[config.mk]
export PLATFORM = sky130hd
export DESIGN_NAME = sdr_init_seq
export DESIGN_NICKNAME = d
export VERILOG_FILES = /design/src/rtl/sdr_init_seq.sv
export SDC_FILE = /design/constraint.sdc
export NUM_CORES = 1
export LEC_CHECK = 0
export CAP_MARGIN = 40
export CORE_MARGIN = 2
export CORE_UTILIZATION = 30
export DETAILED_ROUTE_END_ITERATION = 10
export GPL_TIMING_DRIVEN = 1
export SLEW_MARGIN = 5
export SYNTH_ARGS = -nofsm -noshare
export SYNTH_HDL_FRONTEND = slang
export SYNTH_SLANG_ARGS = --single-unit
[constraint.sdc]
create_clock -name sdram_clk -period 3.1 [get_ports sdram_clk]
set_input_delay 0.775 -clock sdram_clk [delete_from_list [all_inputs] [get_ports sdram_clk]]
set_output_delay 0.775 -clock sdram_clk [all_outputs]
set_load 0.01 [all_outputs]
[src/rtl/sdr_init_seq.sv]
// sdr_init_seq - SDRAM power-up / initialization sequencer.
//
// Drives the SDRAM command bus from reset until the device is ready:
// power-up NOP wait with CKE high, PRECHARGE ALL, NUM_AREF AUTO REFRESH
// commands separated by tRFC, then LOAD MODE REGISTER followed by tMRD.
// Once finished, sdr_init_done goes high and the bus is handed to the
// main controller. A pulse on init_req while done re-runs the sequence
// from PRECHARGE ALL (the power-up wait is not repeated).
//
// Ports:
//   sdram_clk      in   SDRAM clock, rising edge
//   sdram_reset    in   asynchronous active-high reset
//   init_req       in   re-initialization request (sampled only when done)
//   sdr_cke        out  clock enable
//   sdr_cs_n       out  chip select
//   sdr_ras_n      out  RAS
//   sdr_cas_n      out  CAS
//   sdr_we_n       out  write enable
//   sdr_ba         out  bank address
//   sdr_addr       out  address / mode register value
//   sdr_dqm        out  data mask (SDR_BW bits)
//   sdr_init_done  out  initialization complete
//   init_busy      out  sequence in progress
module sdr_init_seq #(
    parameter int          SDR_BW    = 2,
    parameter int          PWRUP_CYC = 20000,
    parameter int          TRP_CYC   = 2,
    parameter int          TRFC_CYC  = 7,
    parameter int          TMRD_CYC  = 2,
    parameter int          NUM_AREF  = 8,
    parameter logic [12:0] MODE_REG  = 13'h033
) (
    input  logic              sdram_clk,
    input  logic              sdram_reset,
    input  logic              init_req,
    output logic              sdr_cke,
    output logic              sdr_cs_n,
    output logic              sdr_ras_n,
    output logic              sdr_cas_n,
    output logic              sdr_we_n,
    output logic [1:0]        sdr_ba,
    output logic [12:0]       sdr_addr,
    output logic [SDR_BW-1:0] sdr_dqm,
    output logic              sdr_init_done,
    output logic              init_busy
);

    localparam int M1    = (PWRUP_CYC > TRFC_CYC) ? PWRUP_CYC : TRFC_CYC;
    localparam int M2    = (TRP_CYC > TMRD_CYC) ? TRP_CYC : TMRD_CYC;
    localparam int MAXC  = (M1 > M2) ? M1 : M2;
    localparam int CNT_W = $clog2(MAXC + 1);
    localparam int REF_W = $clog2(NUM_AREF + 1);

    localparam logic [CNT_W-1:0] PWR_C   = CNT_W'(PWRUP_CYC);
    localparam logic [CNT_W-1:0] TRP_M1  = CNT_W'(TRP_CYC - 1);
    localparam logic [CNT_W-1:0] TRFC_M1 = CNT_W'(TRFC_CYC - 1);
    localparam logic [CNT_W-1:0] TMRD_M1 = CNT_W'(TMRD_CYC - 1);
    localparam logic [REF_W-1:0] NAREF_C = REF_W'(NUM_AREF);

    localparam logic [3:0] CMD_DESEL = 4'b1111;
    localparam logic [3:0] CMD_NOP   = 4'b0111;
    localparam logic [3:0] CMD_PRE   = 4'b0010;
    localparam logic [3:0] CMD_AREF  = 4'b0001;
    localparam logic [3:0] CMD_LMR   = 4'b0000;

    typedef enum logic [2:0] {
        S_PWRUP, S_PRE, S_WAIT_TRP, S_AREF,
        S_WAIT_TRFC, S_LMR, S_WAIT_TMRD, S_DONE
    } state_t;

    state_t            state_q, state_d;
    logic [CNT_W-1:0]  cnt_q, cnt_d;
    logic [REF_W-1:0]  ref_q, ref_d;
    logic              enter;

    logic              cke_q, cke_d;
    logic [3:0]        cmd_q, cmd_d;
    logic [1:0]        ba_q, ba_d;
    logic [12:0]       addr_q, addr_d;
    logic [SDR_BW-1:0] dqm_q, dqm_d;
    logic              done_q, done_d;
    logic              busy_q, busy_d;

    // cnt_q counts the cycles already presented in the current state.
    // In PWRUP it starts at 0 out of reset, so PWRUP shows exactly
    // PWRUP_CYC cycles; every other state is entered with cnt=1.
    // ref_q is the number of AUTO REFRESH commands issued so far.
    always_comb begin
        state_d = state_q;
        cnt_d   = cnt_q;
        ref_d   = ref_q;
        enter   = 1'b0;

        case (state_q)
            S_PWRUP: begin
                if (cnt_q == PWR_C) begin
                    state_d = S_PRE;
                    enter   = 1'b1;
                end else begin
                    cnt_d = cnt_q + CNT_W'(1);
                end
            end
            S_PRE: begin
                state_d = (TRP_CYC == 1) ? S_AREF : S_WAIT_TRP;
                enter   = 1'b1;
            end
            S_WAIT_TRP: begin
                if (cnt_q == TRP_M1) begin
                    state_d = S_AREF;
                    enter   = 1'b1;
                end else begin
                    cnt_d = cnt_q + CNT_W'(1);
                end
            end
            S_AREF: begin
                if (TRFC_CYC == 1) begin
                    state_d = (ref_q == NAREF_C) ? S_LMR : S_AREF;
                end else begin
                    state_d = S_WAIT_TRFC;
                end
                enter = 1'b1;
            end
            S_WAIT_TRFC: begin
                if (cnt_q == TRFC_M1) begin
                    state_d = (ref_q == NAREF_C) ? S_LMR : S_AREF;
                    enter   = 1'b1;
                end else begin
                    cnt_d = cnt_q + CNT_W'(1);
                end
            end
            S_LMR: begin
                state_d = (TMRD_CYC == 1) ? S_DONE : S_WAIT_TMRD;
                enter   = 1'b1;
            end
            S_WAIT_TMRD: begin
                if (cnt_q == TMRD_M1) begin
                    state_d = S_DONE;
                    enter   = 1'b1;
                end else begin
                    cnt_d = cnt_q + CNT_W'(1);
                end
            end
            S_DONE: begin
                if (init_req) begin
                    state_d = S_PRE;
                    enter   = 1'b1;
                end
            end
            default: begin
                state_d = S_PWRUP;
                enter   = 1'b1;
            end
        endcase

        // Counters reload on every state entry, so neither ever wraps.
        if (enter) begin
            cnt_d = CNT_W'(1);
            if (state_d == S_PRE) begin
                ref_d = '0;
            end else if (state_d == S_AREF) begin
                ref_d = ref_q + REF_W'(1);
            end
        end
    end

    // Output registers are loaded from the state being entered, so the
    // bus reflects a state in the same cycle the state register holds it.
    always_comb begin
        cke_d  = 1'b1;
        cmd_d  = CMD_NOP;
        ba_d   = 2'b00;
        addr_d = 13'h0000;
        dqm_d  = '1;
        done_d = 1'b0;
        busy_d = 1'b1;

        case (state_d)
            S_PRE:  begin
                cmd_d  = CMD_PRE;
                addr_d = 13'h0400;    // A10 high selects all banks
            end
            S_AREF: cmd_d = CMD_AREF;
            S_LMR:  begin
                cmd_d  = CMD_LMR;
                addr_d = MODE_REG;
            end
            S_DONE: begin
                dqm_d  = '0;
                done_d = 1'b1;
                busy_d = 1'b0;
            end
            default: ;
        endcase
    end

    always_ff @(posedge sdram_clk or posedge sdram_reset) begin
        if (sdram_reset) begin
            state_q <= S_PWRUP;
            cnt_q   <= '0;
            ref_q   <= '0;
            cke_q   <= 1'b0;
            cmd_q   <= CMD_DESEL;
            ba_q    <= 2'b00;
            addr_q  <= 13'h0000;
            dqm_q   <= '1;
            done_q  <= 1'b0;
            busy_q  <= 1'b0;
        end else begin
            state_q <= state_d;
            cnt_q   <= cnt_d;
            ref_q   <= ref_d;
            cke_q   <= cke_d;
            cmd_q   <= cmd_d;
            ba_q    <= ba_d;
            addr_q  <= addr_d;
            dqm_q   <= dqm_d;
            done_q  <= done_d;
            busy_q  <= busy_d;
        end
    end

    assign sdr_cke = cke_q;
    assign {sdr_cs_n, sdr_ras_n, sdr_cas_n, sdr_we_n} = cmd_q;
    assign sdr_ba        = ba_q;
    assign sdr_addr      = addr_q;
    assign sdr_dqm       = dqm_q;
    assign sdr_init_done = done_q;
    assign init_busy     = busy_q;

endmodule
==> metrics.txt, run 1 <==
Routability Congestion=0.7096; Synth cell types=40; Mapped Cells=191; worst-path cell chain=inv_1 -> ha_1 -> and4bb_2 -> nand4_2 -> o211a_1 -> or4_1 -> o21ai_1; GR Util All Layers=10.65%; fin crit share=69.53%; CTS tree=yes; reg-to-reg slack, setup=940 ps; critical path endpoint category=flip-flop; critical register-to-register path endpoint=ref_q[3]; mean post-synth cell area=9.479 sq um; post-DP HPWL=2167 um; footprint of the multi-input gates=855.8 sq um; DR pass1 iterations=4; Main synth FF type=dfrtp_1; core region area=5886 sq um; area grow syn2layout=15.55%; final wirelength=3155 um; Final min period=2155 ps; Initial Utilization=30.76%; finished layout cell area=2092 sq um; I/O pin cnt=27; CTS sink cnt=32; root buf cell=clkbuf_8; Seq/Total Area, Yosys=44.57%; R2R Path Start=cnt_q[0]; critical path class=flip-flop to flip-flop; status=completed; Max stage delay on crit path=470 ps; Slew Limit Fails=0; clk_skew=4.066 ps; Power Density=784.5 nW/um^2; fraction of registers with async set/reset=100.0%; RSZ-0062 raised after global routing=false; Max clock buf depth=2; CTS resizes=0; Ys Warns=0; grt ovf=0; CP max stage cell=or4_1; hold crit path type=flip-flop to flip-flop; Crit. Startpoint=cnt_q[0]; placed inst area=1981 sq um; Clk Latency, worst-skew pair=280 ps; largest area contributor in the netlist=dfrtp_1; antenna fix cells=0; Critical Path End=ref_q[3]; CP startpoint kind=flip-flop; Max Fclk=464.0 MHz; WP data required=3310 ps; ANT nets after route=0; IR drop worst, VDD=0.0004470 V; Yosys top cell area share=37.32%; synth top area cells=dfrtp_1, dfstp_2, buf_4; # hold bufs at CTS=0; Register-to-Register Path Depth=7; Die Area=6672 sq um; Final Hold Vio Count=0; DRT iter0 DRCs=40; layout cell share with drive strength beyond 1=12.14%; vias in the first global route=1,206; number of cell rows=28; Num CTS Buffers=5; nets=214; Max-Cap Viols=0; most common cell in the netlist=dfrtp_1; DRC viols=0; PortBufs=16; first-pass GRT wire length=5444 um; via count=1,266; post-CTS setup buffer count=0; die width=81.69 um; Critical Path AT=2370 ps; final-layout fill cell count=620; flops & latches, synth=32; drt wl/cell=11.23 um; Worst-path clk slew=70 ps; EDFF count, synth=0; post-synthesis cell area=1810 sq um; H-Tree Depth=2; register area=807.0 sq um; via/cell ratio=4.505; pin count of the biggest net entering global routing=33; Critical Path Fanout Max=6; Die H=81.69 um; Setup TNS=0 ps; Final setup viols=0; initial antenna violation count=0; Post-synth top cells=dfrtp_1, nor2_1, buf_4; LEAKAGE=0.8766 nW
worst max-delay path: cells and delay by family (launching register included):
family | cells | cell delay, ps
AND/OR/NAND/NOR | 3 | 860
AO/OA/AOI/OAI | 2 | 450
flip-flops | 1 | 430
adder cells (fa/ha/maj) | 1 | 190
buffers and inverters | 1 | 160
cell usage in the layout (no fill, tap or decap), drive strengths merged, types with 3 or more instances in the layout:
| cell | n |
|---|---|
| nor3 | 5 |
| and4 | 6 |
| nand4 | 5 |
| ha | 6 |
| xor2 | 3 |
| nand2 | 12 |
| nand3 | 8 |
| o21ai | 12 |
| dfstp | 5 |
| inv | 13 |
| nor2 | 21 |
| clkdlybuf4s50 | 16 |
| conb | 12 |
| or3 | 4 |
| and3 | 3 |
| nand3b | 4 |
| xnor2 | 9 |
| clkbuf | 5 |
| a21oi | 9 |
| dfrtp | 27 |
per-layer routing:
metal	up-vias	GRT usage (%)	share of wire (%)
li1	652	-	-
met1	584	13.79	50
met2	23	16.39	44
met3	7	3.077	4.1
met4	0	5.000	1.8
met5	-	0	0
sequential cells by signal, summed over array words and instances (netlist names):
register,cells
cnt_q,15
cmd_q,4
ref_q,4
state_q,3
sdr_addr,2
init_busy,1
sdr_cke,1
sdr_dqm,1
sdr_init_done,1
through the flow:
stage	hold slack, ps	setup WS, ps	instances	utilization (%)	power [mW]
floorplan	492.4	1100	201	-	1.078
global placement	531.2	851.1	273	33.65	1.250
detailed placement	531.9	823.8	273	33.65	1.253
CTS	552.0	910.7	281	35.54	1.664
global route	582.2	748.9	281	35.54	1.785
finish	550.7	944.7	281	35.54	1.641
how the worst min path moves through the flow:
stage,cells past startpoint,startpoint,endpoint
2_1_floorplan,2,ref_q[3],ref_q[3]
6_report,2,ref_q[3],ref_q[3]
5_1_grt,2,ref_q[3],ref_q[3]
4_1_cts,1,ref_q[0],ref_q[0]
3_5_place_dp,2,ref_q[3],ref_q[3]
3_3_place_gp,2,ref_q[3],ref_q[3]
where the power goes:
group          internal (mW)  total [mW]  switching, mW
clock network          0.238       0.397          0.159
registers              0.517       0.622          0.105
logic                  0.271       0.623          0.352
total                   1.03        1.64          0.616
final cells by class:
type                            instances  area share (%)
Sequential cell                        32           38.58
Tap cell                               75           4.486
Clock buffer                            5           3.289
Clock inverter                          3           2.033
Timing Repair Buffer                   18           8.373
Multi-Input combinational cell        135           40.91
Inverter                               13           2.333
logic make-up after synthesis:
group | share of synthesized area [%]
other cells | 0.4148
flops | 44.58
compound gates | 9.191
xor+xnor | 5.806
fa+ha+maj | 4.146
buf+inv | 10.23
simple gates | 25.64
No activity file was read; power rests on OpenSTA's default activity.
==> run 2: changes to the inputs <==
==> constraint.sdc (replaced) <==
create_clock -name sdram_clk -period 1.7 [get_ports sdram_clk]
set_input_delay 0.425 -clock sdram_clk [delete_from_list [all_inputs] [get_ports sdram_clk]]
set_output_delay 0.425 -clock sdram_clk [all_outputs]
set_load 0.01 [all_outputs]
==> run 2 against run 1 <==
The run now ends with setup timing left; maximum frequency is 9.0% higher; cell area is 28% higher; setup slack worse by 1200 ps; utilization is 10 points higher; global-route usage is 2.2 points higher.
==> metrics.txt, run 2 (synthesis results as in run 1) <==
status=finished, violations left; pin count of the biggest net entering global routing=33 (unchanged); DRC viols=0 (unchanged); RSZ-0062 raised after global routing=true; Critical Path AT=2180 ps (-190 ps); H-Tree Depth=2 (unchanged); Relative slew margins=63.05%; vias in the first global route=1,422 (+18%); GR Util All Layers=12.90% (+2.2 points); via count=1,512 (+19%); sum of buffers and inverters on the critical path=2 (+1); CP max stage cell=dfrtp_2; final setup slack of the worst path=-276.8 ps (-1222 ps); M3 GR Usage=3.626% (+0.55 points); Num CTS Buffers=5 (unchanged); PortBufs=16 (unchanged); pre-CTS WS=-294.9 ps (-1119 ps); DR pass1 iterations=4 (unchanged); layout cell share with drive strength beyond 1=43.43% (+31 points); IR drop worst, VDD=0.0007388 V (+65%); Final min period=1977 ps (-178.5 ps); # hold bufs at CTS=0 (unchanged); Register-to-Register Path Depth=8 (+1); max reg flops=15 (unchanged); Power Density=1431 nW/um^2 (+82%); number of cell rows=28 (unchanged); critical path class=flip-flop to flip-flop; hold crit path type=primary input to async pin; antenna fix cells=0 (unchanged); fin crit share=116.3% (+47 points); LEAKAGE=1.153 nW (+32%); commonest non-fill, non-tap cell in the layout=buf_4; final wirelength=4159 um (+32%); Critical Path Fanout Max=7 (+1); final-layout fill cell count=553 (-11%); ANT nets after route=0 (unchanged); Non-Filler Instances=326 (+16%); critical path endpoint category=flip-flop; drt wl/cell=12.76 um (+14%); placed cell count=313 (+15%); Most flops, register=cnt_q; layer with the highest usage=met2; switching power=1.460 mW (+140%); met1 Resource Use GR=16.74% (+2.9 points); CTS sink cnt=32 (unchanged); die width=81.69 um (unchanged); Max Fclk=505.9 MHz (+9.0%); CTS tree=yes; Die H=81.69 um (unchanged); Die Area=6672 sq um (unchanged); Worst-path clk slew=70 ps (about the same); initial antenna violation count=0 (unchanged); I/O pin cnt=27 (unchanged); Routability Congestion=0.7548 (+6.4%); post-DP HPWL=2772 um (+28%); core region area=5886 sq um (unchanged); nets=259 (+21%); first-pass GRT wire length=6486 um (+19%); Final setup viols=27 (+27); clk_skew=4.498 ps (+0.4320 ps); Clk Latency, worst-skew pair=280 ps (about the same); worst slew pin tran=554.2 ps; R2R Path Start=cnt_q[0]; Slew Limit Fails=0 (unchanged); Switching Share=38.06% (+0.52 points); Max stage delay on crit path=430 ps (-40 ps); CP startpoint kind=flip-flop; clock share of power=18.7% (-5.5 points); most frequent cells in the layout=buf_4, dfrtp_1, conb_1; Final Hold Vio Count=0 (unchanged); failing checks=setup timing; met2 Resource Use GR=20.90% (+4.5 points); internal power=2.376 mW (+130%); largest registers=cnt_q (15), cmd_q (4), ref_q (4); final core utilization=45.54% (+10 points); DRT iter0 DRCs=80 (+100%); area grow syn2layout=48.03%; Initial Utilization=30.76% (unchanged); part of the power in combinational logic=53.1% (+15 points); Setup TNS=-5252 ps (-5252 ps); Max-Cap Viols=0 (unchanged); critical register-to-register path endpoint=cnt_q[4]; grt ovf=0 (unchanged); WP data required=1900 ps (-1410 ps); Max clock buf depth=2 (unchanged); reg-to-reg slack, setup=-280 ps (-1220 ps); root buf cell=clkbuf_8; Reg power frac=28.2% (-9.7 points); worst-path cell chain=buf_4 -> ha_4 -> nand3b_1 -> nand2_2 -> a211o_4 -> buf_6 -> or3_1 -> a21oi_1; via/cell ratio=4.638 (+2.9%); CP delay by family, top=compound AO/OA/AOI/OAI gates
==> run 2: how the worst max path moves through the flow <==
stage	start	end	slack, ps	cells after the start
2_1_floorplan	cnt_q[0]	ref_q[3]	-170	7
3_3_place_gp	init_req	ref_q[3]	-280	7
3_5_place_dp	init_req	ref_q[2]	-290	7
4_1_cts	cnt_q[0]	ref_q[3]	-250	7
5_1_grt	cnt_q[0]	ref_q[3]	-350	8
6_report	cnt_q[0]	cnt_q[4]	-280	8
==> run 2: what timing repair did <==
| item | CTS | global route |
|---|---|---|
| pin swaps | 8 | 11 |
| resized for setup | 24 | 39 |
| setup endpoints to repair | 33 | 28 |
| setup buffers | 2 | 3 |
==> run 2: worst register-to-register path, delay by kind of cell (launching register included) <==
family / cells / cell delay (ps)
AO/OA/AOI/OAI: 2 / 530
adder cells (fa/ha/maj): 1 / 150
buffers and inverters: 2 / 290
flip-flops: 1 / 430
AND/OR/NAND/NOR: 3 / 510
==> run 2: cell type report <==
class	instances	area, sq um	area share, %
multi-input combinational	135	1079	40.24
clock inverter	2	35.03	1.307
timing repair buffer	63	540.5	20.17
inverter	13	48.80	1.821
tap	75	93.84	3.501
clock buffer	6	72.57	2.708
sequential	32	810.8	30.25
==> run 2: per-stage QoR <==
| step | hold WS, ps | instance area (sq um) | power (mW) |
|---|---|---|---|
| 2_1_floorplan | 492.4 | 1894 | 2.012 |
| 3_3_place_gp | 528.2 | 2331 | 2.662 |
| 3_5_place_dp | 538.0 | 2331 | 2.687 |
| 4_1_cts | 494.8 | 2502 | 3.561 |
| 5_1_grt | 525.2 | 2680 | 4.117 |
| 6_report | 492.2 | 2680 | 3.837 |
==> run 2: layer usage <==
layer / vias to the layer above / part of all wire [%]
met5: - / 0
met4: 0 / 1.3
met3: 6 / 3.5
met2: 31 / 48
met1: 731 / 47
li1: 744 / -
==> run 2: power groups by stage <==
stage | Sequential, mW | Combinational [mW] | Clock, mW
floorplan | 1.08 | 0.932 | 0
global placement | 1.08 | 1.58 | 0
detailed placement | 1.09 | 1.60 | 0
CTS | 1.07 | 1.75 | 0.739
global route | 1.10 | 2.24 | 0.774
finish | 1.08 | 2.04 | 0.718
==> run 3: changes to the inputs <==
--- a/config.mk
+++ b/config.mk
@@ -9,7 +9,7 @@
 export CORE_MARGIN = 2
 export CORE_UTILIZATION = 30
 export DETAILED_ROUTE_END_ITERATION = 10
-export GPL_TIMING_DRIVEN = 1
+export HOLD_SLACK_MARGIN = 0.03
 export SLEW_MARGIN = 5
 export SYNTH_ARGS = -nofsm -noshare
 export SYNTH_HDL_FRONTEND = slang
==> results of run 3 <==
Same layout as run 2: the final DEF is identical, and so are final timing and power.
